==> src/rtl/rv32i_pkg.sv <==
// Shared types and constants for the RV32I pipeline control slice.
package rv32i_pkg;

  typedef enum logic [1:0] {
    RUN      = 2'd0,
    LD_STALL = 2'd1,
    FLUSH    = 2'd2,
    IO_WAIT  = 2'd3
  } pctrl_state_t;

  localparam int unsigned REG_W = 5;

  localparam logic [31:0] NOP_IW_DEFAULT = 32'h0000_0013;

  localparam logic [6:0] OPC_LOAD   = 7'b0000011;
  localparam logic [6:0] OPC_OP_IMM = 7'b0010011;
  localparam logic [6:0] OPC_BRANCH = 7'b1100011;
  localparam logic [6:0] OPC_JAL    = 7'b1101111;
  localparam logic [6:0] OPC_JALR   = 7'b1100111;

endpackage

==> src/rtl/rv32i_hazard_detect.sv <==
// Load-use comparator: flags an ID operand that needs the result of a load still in EX.
module rv32i_hazard_detect
  import rv32i_pkg::*;
(
  input  logic             id_rs1_used,
  input  logic             id_rs2_used,
  input  logic [REG_W-1:0] id_rs1,
  input  logic [REG_W-1:0] id_rs2,
  input  logic             ex_wb_en,
  input  logic             ex_is_load,
  input  logic [REG_W-1:0] ex_wb_reg,
  output logic             hazard
);

  logic ex_load_wr;
  logic rs1_hit;
  logic rs2_hit;

  // x0 is hardwired to zero, so a load targeting it never creates a dependency.
  assign ex_load_wr = ex_is_load & ex_wb_en & (ex_wb_reg != '0);
  assign rs1_hit    = id_rs1_used & (id_rs1 == ex_wb_reg);
  assign rs2_hit    = id_rs2_used & (id_rs2 == ex_wb_reg);
  assign hazard     = ex_load_wr & (rs1_hit | rs2_hit);

endmodule

==> src/rtl/rv32i_pipe_ctrl.sv <==
// Stall/flush sequencer for the 5-stage RV32I pipeline: load-use, taken branch and IO waits.
module rv32i_pipe_ctrl
  import rv32i_pkg::*;
#(
  parameter int unsigned IO_TIMEOUT = 16,
  parameter logic [31:0] NOP_IW     = NOP_IW_DEFAULT
) (
  input  logic             clk,
  input  logic             reset,
  input  logic [REG_W-1:0] id_rs1,
  input  logic [REG_W-1:0] id_rs2,
  input  logic             id_rs1_used,
  input  logic             id_rs2_used,
  input  logic             ex_wb_en,
  input  logic [REG_W-1:0] ex_wb_reg,
  input  logic             ex_is_load,
  input  logic             ex_br_taken,
  input  logic [31:0]      ex_br_target,
  input  logic             mem_io_en,
  input  logic             io_ack,
  output logic             stall_if,
  output logic             stall_id,
  output logic             stall_ex,
  output logic             stall_mem,
  output logic             bubble_ex,
  output logic             flush_id,
  output logic             pc_load,
  output logic [31:0]      pc_target,
  output logic             io_timeout,
  output pctrl_state_t     dbg_state
);

  localparam int unsigned     CW       = $clog2(IO_TIMEOUT + 1);
  localparam logic [CW-1:0]   CNT_LAST = CW'(IO_TIMEOUT - 1);

  if (IO_TIMEOUT < 1) begin : g_bad_timeout
    $error("IO_TIMEOUT must be at least 1");
  end
  if (NOP_IW[6:0] != OPC_OP_IMM) begin : g_bad_nop
    $error("NOP_IW must be an OP-IMM encoding");
  end

  pctrl_state_t  state;
  pctrl_state_t  state_nxt;
  logic [CW-1:0] wait_cnt;
  logic          hazard;
  logic          io_expired;

  rv32i_hazard_detect u_hazard (
    .id_rs1_used (id_rs1_used),
    .id_rs2_used (id_rs2_used),
    .id_rs1      (id_rs1),
    .id_rs2      (id_rs2),
    .ex_wb_en    (ex_wb_en),
    .ex_is_load  (ex_is_load),
    .ex_wb_reg   (ex_wb_reg),
    .hazard      (hazard)
  );

  // IO handshake: mem_io_en is the request and stays asserted while MEM is frozen;
  // io_ack completes it in the cycle it is high, with no stall in that cycle.
  assign io_expired = (state == IO_WAIT) & ~io_ack & (wait_cnt == CNT_LAST);

  always_comb begin
    stall_if  = 1'b0;
    stall_id  = 1'b0;
    stall_ex  = 1'b0;
    stall_mem = 1'b0;
    bubble_ex = 1'b0;
    flush_id  = 1'b0;
    pc_load   = 1'b0;
    pc_target = '0;
    state_nxt = state;
    unique case (state)
      RUN: begin
        if (mem_io_en & ~io_ack) begin
          stall_if  = 1'b1;
          stall_id  = 1'b1;
          stall_ex  = 1'b1;
          stall_mem = 1'b1;
          state_nxt = IO_WAIT;
        end else if (ex_br_taken) begin
          pc_load   = 1'b1;
          pc_target = ex_br_target;
          flush_id  = 1'b1;
          bubble_ex = 1'b1;
          state_nxt = FLUSH;
        end else if (hazard) begin
          stall_if  = 1'b1;
          stall_id  = 1'b1;
          bubble_ex = 1'b1;
          state_nxt = LD_STALL;
        end
      end
      LD_STALL: state_nxt = RUN;
      FLUSH:    state_nxt = RUN;
      IO_WAIT: begin
        if (io_ack | io_expired) begin
          state_nxt = RUN;
        end else begin
          stall_if  = 1'b1;
          stall_id  = 1'b1;
          stall_ex  = 1'b1;
          stall_mem = 1'b1;
        end
      end
      default: state_nxt = RUN;
    endcase
    if (!reset) begin
      stall_if  = 1'b0;
      stall_id  = 1'b0;
      stall_ex  = 1'b0;
      stall_mem = 1'b0;
      bubble_ex = 1'b0;
      flush_id  = 1'b0;
      pc_load   = 1'b0;
      pc_target = '0;
    end
  end

  always_ff @(posedge clk or negedge reset) begin
    if (!reset) begin
      state      <= RUN;
      wait_cnt   <= '0;
      io_timeout <= 1'b0;
    end else begin
      state <= state_nxt;
      if ((state == IO_WAIT) && (state_nxt == IO_WAIT)) begin
        wait_cnt <= wait_cnt + CW'(1);
      end else begin
        wait_cnt <= '0;
      end
      if (io_expired) begin
        io_timeout <= 1'b1;
      end
    end
  end

  assign dbg_state = state;

endmodule
==> config.mk <==
export PLATFORM = sky130hd
export DESIGN_NAME = rv32i_pipe_ctrl
export DESIGN_NICKNAME = d
export VERILOG_FILES = /design/src/rtl/rv32i_pkg.sv /design/src/rtl/rv32i_hazard_detect.sv /design/src/rtl/rv32i_pipe_ctrl.sv
export SDC_FILE = /design/constraint.sdc
export NUM_CORES = 1
export LEC_CHECK = 0
export ABC_AREA = 1
export CAP_MARGIN = 20
export CELL_PAD_IN_SITES_DETAIL_PLACEMENT = 1
export CELL_PAD_IN_SITES_GLOBAL_PLACEMENT = 1
export CORE_MARGIN = 1.5
export CORE_UTILIZATION = 18
export DETAILED_ROUTE_END_ITERATION = 16
export GPL_ROUTABILITY_DRIVEN = 0
export GPL_TIMING_DRIVEN = 0
export PLACE_DENSITY_LB_ADDON = 0.1
export SYNTH_ARGS = -nofsm -noshare
export SYNTH_HDL_FRONTEND = slang
export SYNTH_SLANG_ARGS = --single-unit
==> constraint.sdc <==
create_clock -name clk -period 2.4 [get_ports clk]
set_input_delay 0.6 -clock clk [delete_from_list [all_inputs] [get_ports clk]]
set_output_delay 0.6 -clock clk [all_outputs]
set_load 0.02 [all_outputs]
## Yosys cells after proc, flatten, opt, wreduce, memory -nomap -nowiden

Index checks and enable logic that the tools add are counted.

- $add $sub $neg: 1
- Bitwise logic cells: 11
- Reductions and logical operators: 4
- Mux-type cells: 27
- Equality and inequality tests: 7

Operators with widths:

| cell | number |
|---|---|
| 32-bit 2-to-1 mux | 4 |
| 1-bit 2-to-1 mux | 15 |
| 5-bit equality test | 2 |
| 1-bit bitwise AND | 8 |
| 2-bit 2-to-1 mux | 4 |
| 2-bit equality test (second input constant) | 3 |
| 2-bit case mux with 3 select lines | 1 |
| 5-bit by 1-bit adder with 5-bit output (second input constant) | 1 |
| 5-bit by 4-bit equality test with 1-bit output (second input constant) | 1 |
| 5-bit 2-to-1 mux | 1 |
| 5-bit nonzero test | 1 |
| 1-bit case mux with 2 select lines | 2 |
| 2-bit by 1-bit equality test with 1-bit output (second input constant) | 1 |
| 2-bit logical NOT | 1 |
| 1-bit OR | 2 |
| 2-bit OR reduction | 1 |
| 1-bit logical AND | 1 |
| 1-bit NOT | 1 |

- Input port bits: 56
- Output and inout bits: 42
- Bits in registers: 8
- Word-level logic and storage cells: 53

## Depth between registers and ports, before layout

- Depth after elaboration: 11
- Gate-level depth with buffers: 11

## Modules after synthesis

From an unflattened synthesis, not the netlist that was laid out.

- Cell total of the unflattened synthesis: 183
- Area total of the unflattened synthesis: 1074.8 sq um

Modules (own cells, without submodules):

| module | area an instance (sq um) | cells an instance | instances | sequential area each (sq um) |
|---|---|---|---|---|
| rv32i_pipe_ctrl | 857.1 | 128 | 1 | 200.2 |
| rv32i_hazard_detect | 217.7 | 55 | 1 | 0.0 |

## Least setup slack after synthesis

Ideal clock, no wire load.

- Kind: reg-to-output
- From: register wait_cnt[0]
- To: output port stall_if
- Slack: -0.103 ns
- Stages on the path, launching flop included: 10
- Data required time: 1.800 ns
- Data arrival time: 1.903 ns
- Path through: dfrtp_1 -> ha_1 -> and3_1 -> ha_1 -> nand3_1 -> nand3_1 -> nand2_1 -> inv_1 -> o22ai_1 -> buf_4

- Cells in the longest elaborated chain, start to end: 6

RTL lines:

| item | RTL line | RTL |
|---|---|---|
| from (decl) | rv32i_pipe_ctrl.sv:45 | `logic [CW-1:0] wait_cnt;` |
| from (signal assigned) | rv32i_pipe_ctrl.sv:129 | `wait_cnt <= wait_cnt + CW'(1);` |
| 5-bit by 4-bit equality test with 1-bit output | rv32i_pipe_ctrl.sv:62 | `assign io_expired = (state == IO_WAIT) & ~io_ack & (wait_cnt == CNT_LAST);` |
| 1-bit bitwise AND | rv32i_pipe_ctrl.sv:62 |  |
| 1-bit OR | rv32i_pipe_ctrl.sv:98 | `if (io_ack \| io_expired) begin` |
| 1-bit 2-to-1 mux | n/a |  |
| 1-bit case mux with 2 select lines | n/a |  |
| 1-bit 2-to-1 mux | n/a |  |
| to (decl) | rv32i_pipe_ctrl.sv:21 | `output logic stall_if,` |

No other way between the ends.

## Final worst setup path

- From: register wait_cnt[0]
- To: output port stall_id

- Cells in the longest elaborated chain, start to end: 6

RTL lines:

| item | RTL line | RTL |
|---|---|---|
| 5-bit by 4-bit equality test with 1-bit output | rv32i_pipe_ctrl.sv:62 |  |
| 1-bit bitwise AND | rv32i_pipe_ctrl.sv:62 |  |
| 1-bit OR | rv32i_pipe_ctrl.sv:98 |  |
| 1-bit 2-to-1 mux | rv32i_pipe_ctrl.sv:98 |  |
| 1-bit case mux with 2 select lines | rv32i_pipe_ctrl.sv:74 | `unique case (state)` |
| 1-bit 2-to-1 mux | rv32i_pipe_ctrl.sv:109 | `if (!reset) begin` |
| to (decl) | rv32i_pipe_ctrl.sv:22 | `output logic stall_id,` |

No other way between the ends.

==> metrics.md <==
| Metric | Value |
|---|---|
| Status | `finished, final reports clean` |
| Worst-skew pair later-pin latency | `about 0.23 ns` |
| Total track usage | `a little over an eighth` |
| Initial Util | `a little under a fifth` |
| Chip width | `78.8 um` |
| Cells after DPL | `between 300 and 400` |
| Main flop type after synthesis | `dfrtp_1` |
| GRT overflow | `0` |
| DRT iter0 DRCs | `20` |
| Slack of the critical path | `between 0.08 and 0.09 ns` |
| Worst path required time | `1.80 ns` |
| CP endpoint kind | `output port` |
| Post-synthesis sequential area ratio | `roughly a fifth` |
| Vias in the first global route | `between 1,000 and 1,500` |
| Worst slack at placement | `-1.08 ns` |
| Core area | `5510 sq um` |
| Post-synth top area share | `between 10% and 20%` |
| FILL cells | `721` |
| Critical path's slowest cell | `dfrtp_1` |
| Worst-Margin Slew | `just under 0.3 ns` |
| Die Height | `slightly below 80 um` |
| Area post-placement | `between 2000 and 2500 sq um` |
| Avg WL per Cell | `~11 um` |
| CTS tree | `built` |
| Count of different cell masters after synthesis | `24` |
| Period utilization | `around 96%` |
| VDD IR-drop max | `around 620 uV` |
| Crit Path Category | `reg -> out` |
| Post-synth EDFFs | `0` |
| Post-DP HPWL | `about 3.3 mm` |
| Relative slew slack | `slightly above 80%` |
| Crit-path max FO | `2` |
| Top delay family on crit path | `simple AND/OR/NAND/NOR gates` |
| Count leader, synth | `inv_1` |
| DRC | `0` |
| Max-capacitance violation count | `0` |
| Global-route wire length before repair | `~6.4 mm` |
| Worst Path Buf+Inv | `2` |
| Clock Pin Slew Worst Setup and Hold Paths | `0.04 ns` |
| Antenna violations before repair | `0` |
| Routed Antenna Nets | `0` |
| Layout cells sized above 1 | `37.2%` |
| Top cell types by occurrence after synthesis | `inv_1 (54), nor2_1 (43), nand2_1 (36)` |
| Worst setup SP type | `register` |
| Clk_skew | `around 0.0020 ns` |
| Top cells by area, synth | `inv_1 (20%), dfrtp_1 (19%), nor2_1 (16%)` |
| Ports | `between 90 and 100` |
| Routed vias/inst | `3.92` |
| Endpoints failing setup | `0` |
| Hold Violations, Final | `0` |
| Ys Warns | `0` |
| Syn Std Cell Area | `~1000 sq um` |
| #FFs+latches synth | `8` |
| Antenna Cells | `0` |
| Final nets | `~360` |
| Leakage | `~1.3 nW` |
| Total Power | `1.10 mW` |
| Syn Area/Cell | `between 5 and 6 sq um` |
| CTS H-tree lvls | `1` |
| Largest stage delay, worst path | `between 0.3 and 0.4 ns` |
| Util after Layout | `a little over two fifths` |
| Final Max Tran Viols | `0` |
| Worst Path Arrival | `1.71 ns` |
| CTS Sinks | `8` |
| Vias | `between 1,000 and 1,500` |
| Register area | `approximately 200 sq um` |
| Synth area leader | `inv_1` |
| Die ar. | `6210 sq um` |
| Clk root buf | `clkbuf_8` |
| Synthesized instance count | `187` |
| Clock tree buffer depth | `2` |
| Crit path cell chain | `ha_2 > and3_4 > ha_4 > nand3_4 > nand3_4 > nand2_2 > inv_2 > o22ai_4 > buf_6` |
| Detailed-route wire length | `approximately 4 mm` |
| Asr flop ratio synth | `between 90% and 100%` |
| Largest net degree at the start of global routing | `12` |
| CTS Buf Count | `3` |
| Final Non-Filler Cells | `368` |
| Final min period | `approximately 2.3 ns` |
| Net Count, Synth | `approximately 250` |
| First-pass DRT Iterations | `3` |
| Worst hold path type | `in -> async` |
| Pwr dens | `roughly 480 nW/um^2` |
| Row Count | `27` |
| Final hold slack | `roughly 0.23 ns` |
| CP most frequent cell | `nand3_4` |
| Fin area | `between 2000 and 2500 sq um` |
| Area Overhead vs Synth | `123%` |
| Sum Neg Setup Slack | `0 ns` |
| Fmax | `433 MHz` |
| Multi-input logic area | `729 sq um` |
| Port Buf Inserts | `97` |
-- timing repair --
item / 4_1_cts / 5_1_grt
endpoints found under the setup margin: 39 / 39
pin swaps: 14 / 5
hold buffers: 0 / 0
cloned: 1 / 0
gates resized for setup: 250 / 32
endpoints found under the hold margin: 0 / 0
setup buffers: 7 / 2
-- worst paths after layout --
kind / startpoint / end / slack (ns) / cells after the start
min: reset / wait_cnt[2]$_DFF_PN0_ / 0.23 / 1
max in group asynchronous: reset / dbg_state[0]$_DFF_PN0_ / 1.96 / 1
max reg2reg: wait_cnt[0]$_DFF_PN0_ / wait_cnt[0]$_DFF_PN0_ / 0.64 / 9
min in group clk: io_timeout$_DFFE_PN0P_ / io_timeout$_DFFE_PN0P_ / 0.47 / 2
min reg2reg: io_timeout$_DFFE_PN0P_ / io_timeout$_DFFE_PN0P_ / 0.47 / 2
max: wait_cnt[0]$_DFF_PN0_ / stall_id / 0.09 / 9
-- kinds of logic after synthesis --
| logic type | synth area share, % |
|---|---|
| buffers and inverters | 25.1 |
| adder cells (fa/ha/maj) | 6.05 |
| AO/OA/AOI/OAI | 3.63 |
| flip-flops | 19.4 |
| XOR/XNOR | 1.70 |
| AND/OR/NAND/NOR | 44.2 |
-- layout by cell type, fill, tap and decap left out, types with 3 or more instances in the layout --
| master | n |
|---|---|
| inv_2 | 11 |
| buf_6 | 8 |
| buf_4 | 37 |
| nor2_4 | 7 |
| nand2_2 | 5 |
| nand2_1 | 34 |
| clkbuf_8 | 3 |
| clkbuf_2 | 3 |
| clkdlybuf4s50_1 | 37 |
| dfrtp_1 | 8 |
| nor2_1 | 30 |
| inv_1 | 47 |
| nand3_4 | 4 |
| dlygate4sd2_1 | 15 |
| nor2_2 | 7 |
| nor3_2 | 5 |
| nand3_1 | 5 |
| buf_2 | 5 |
-- per-layer routing --
metal | global-route usage [%] | up-vias | wire (um)
li1 | - | 749 | -
met1 | 17.0 | 626 | 1780
met2 | 21.4 | 65 | 1860
met3 | 3.79 | 4 | 411
met4 | 3.75 | 0 | 35
met5 | 0 | - | 0
-- power breakdown --
group	switching [mW]	internal, mW
registers	0.0230	0.154
logic	0.426	0.337
clock network	0.0523	0.109
total	0.501	0.599
-- registers in the layout, indices dropped and copies added, names as in the netlist --
name / count
dbg_state: 2
io_timeout: 1
wait_cnt: 5
-- final cells by class --
class / instances / area share (%)
Tap cell: 72 / 3.92
Timing Repair Buffer: 107 / 41.6
Sequential cell: 8 / 8.71
Buffer: 5 / 2.45
Multi-Input combinational cell: 114 / 31.7
Inverter: 59 / 9.85
Clock buffer: 3 / 1.80
No activity file was read; power rests on OpenSTA's default activity.
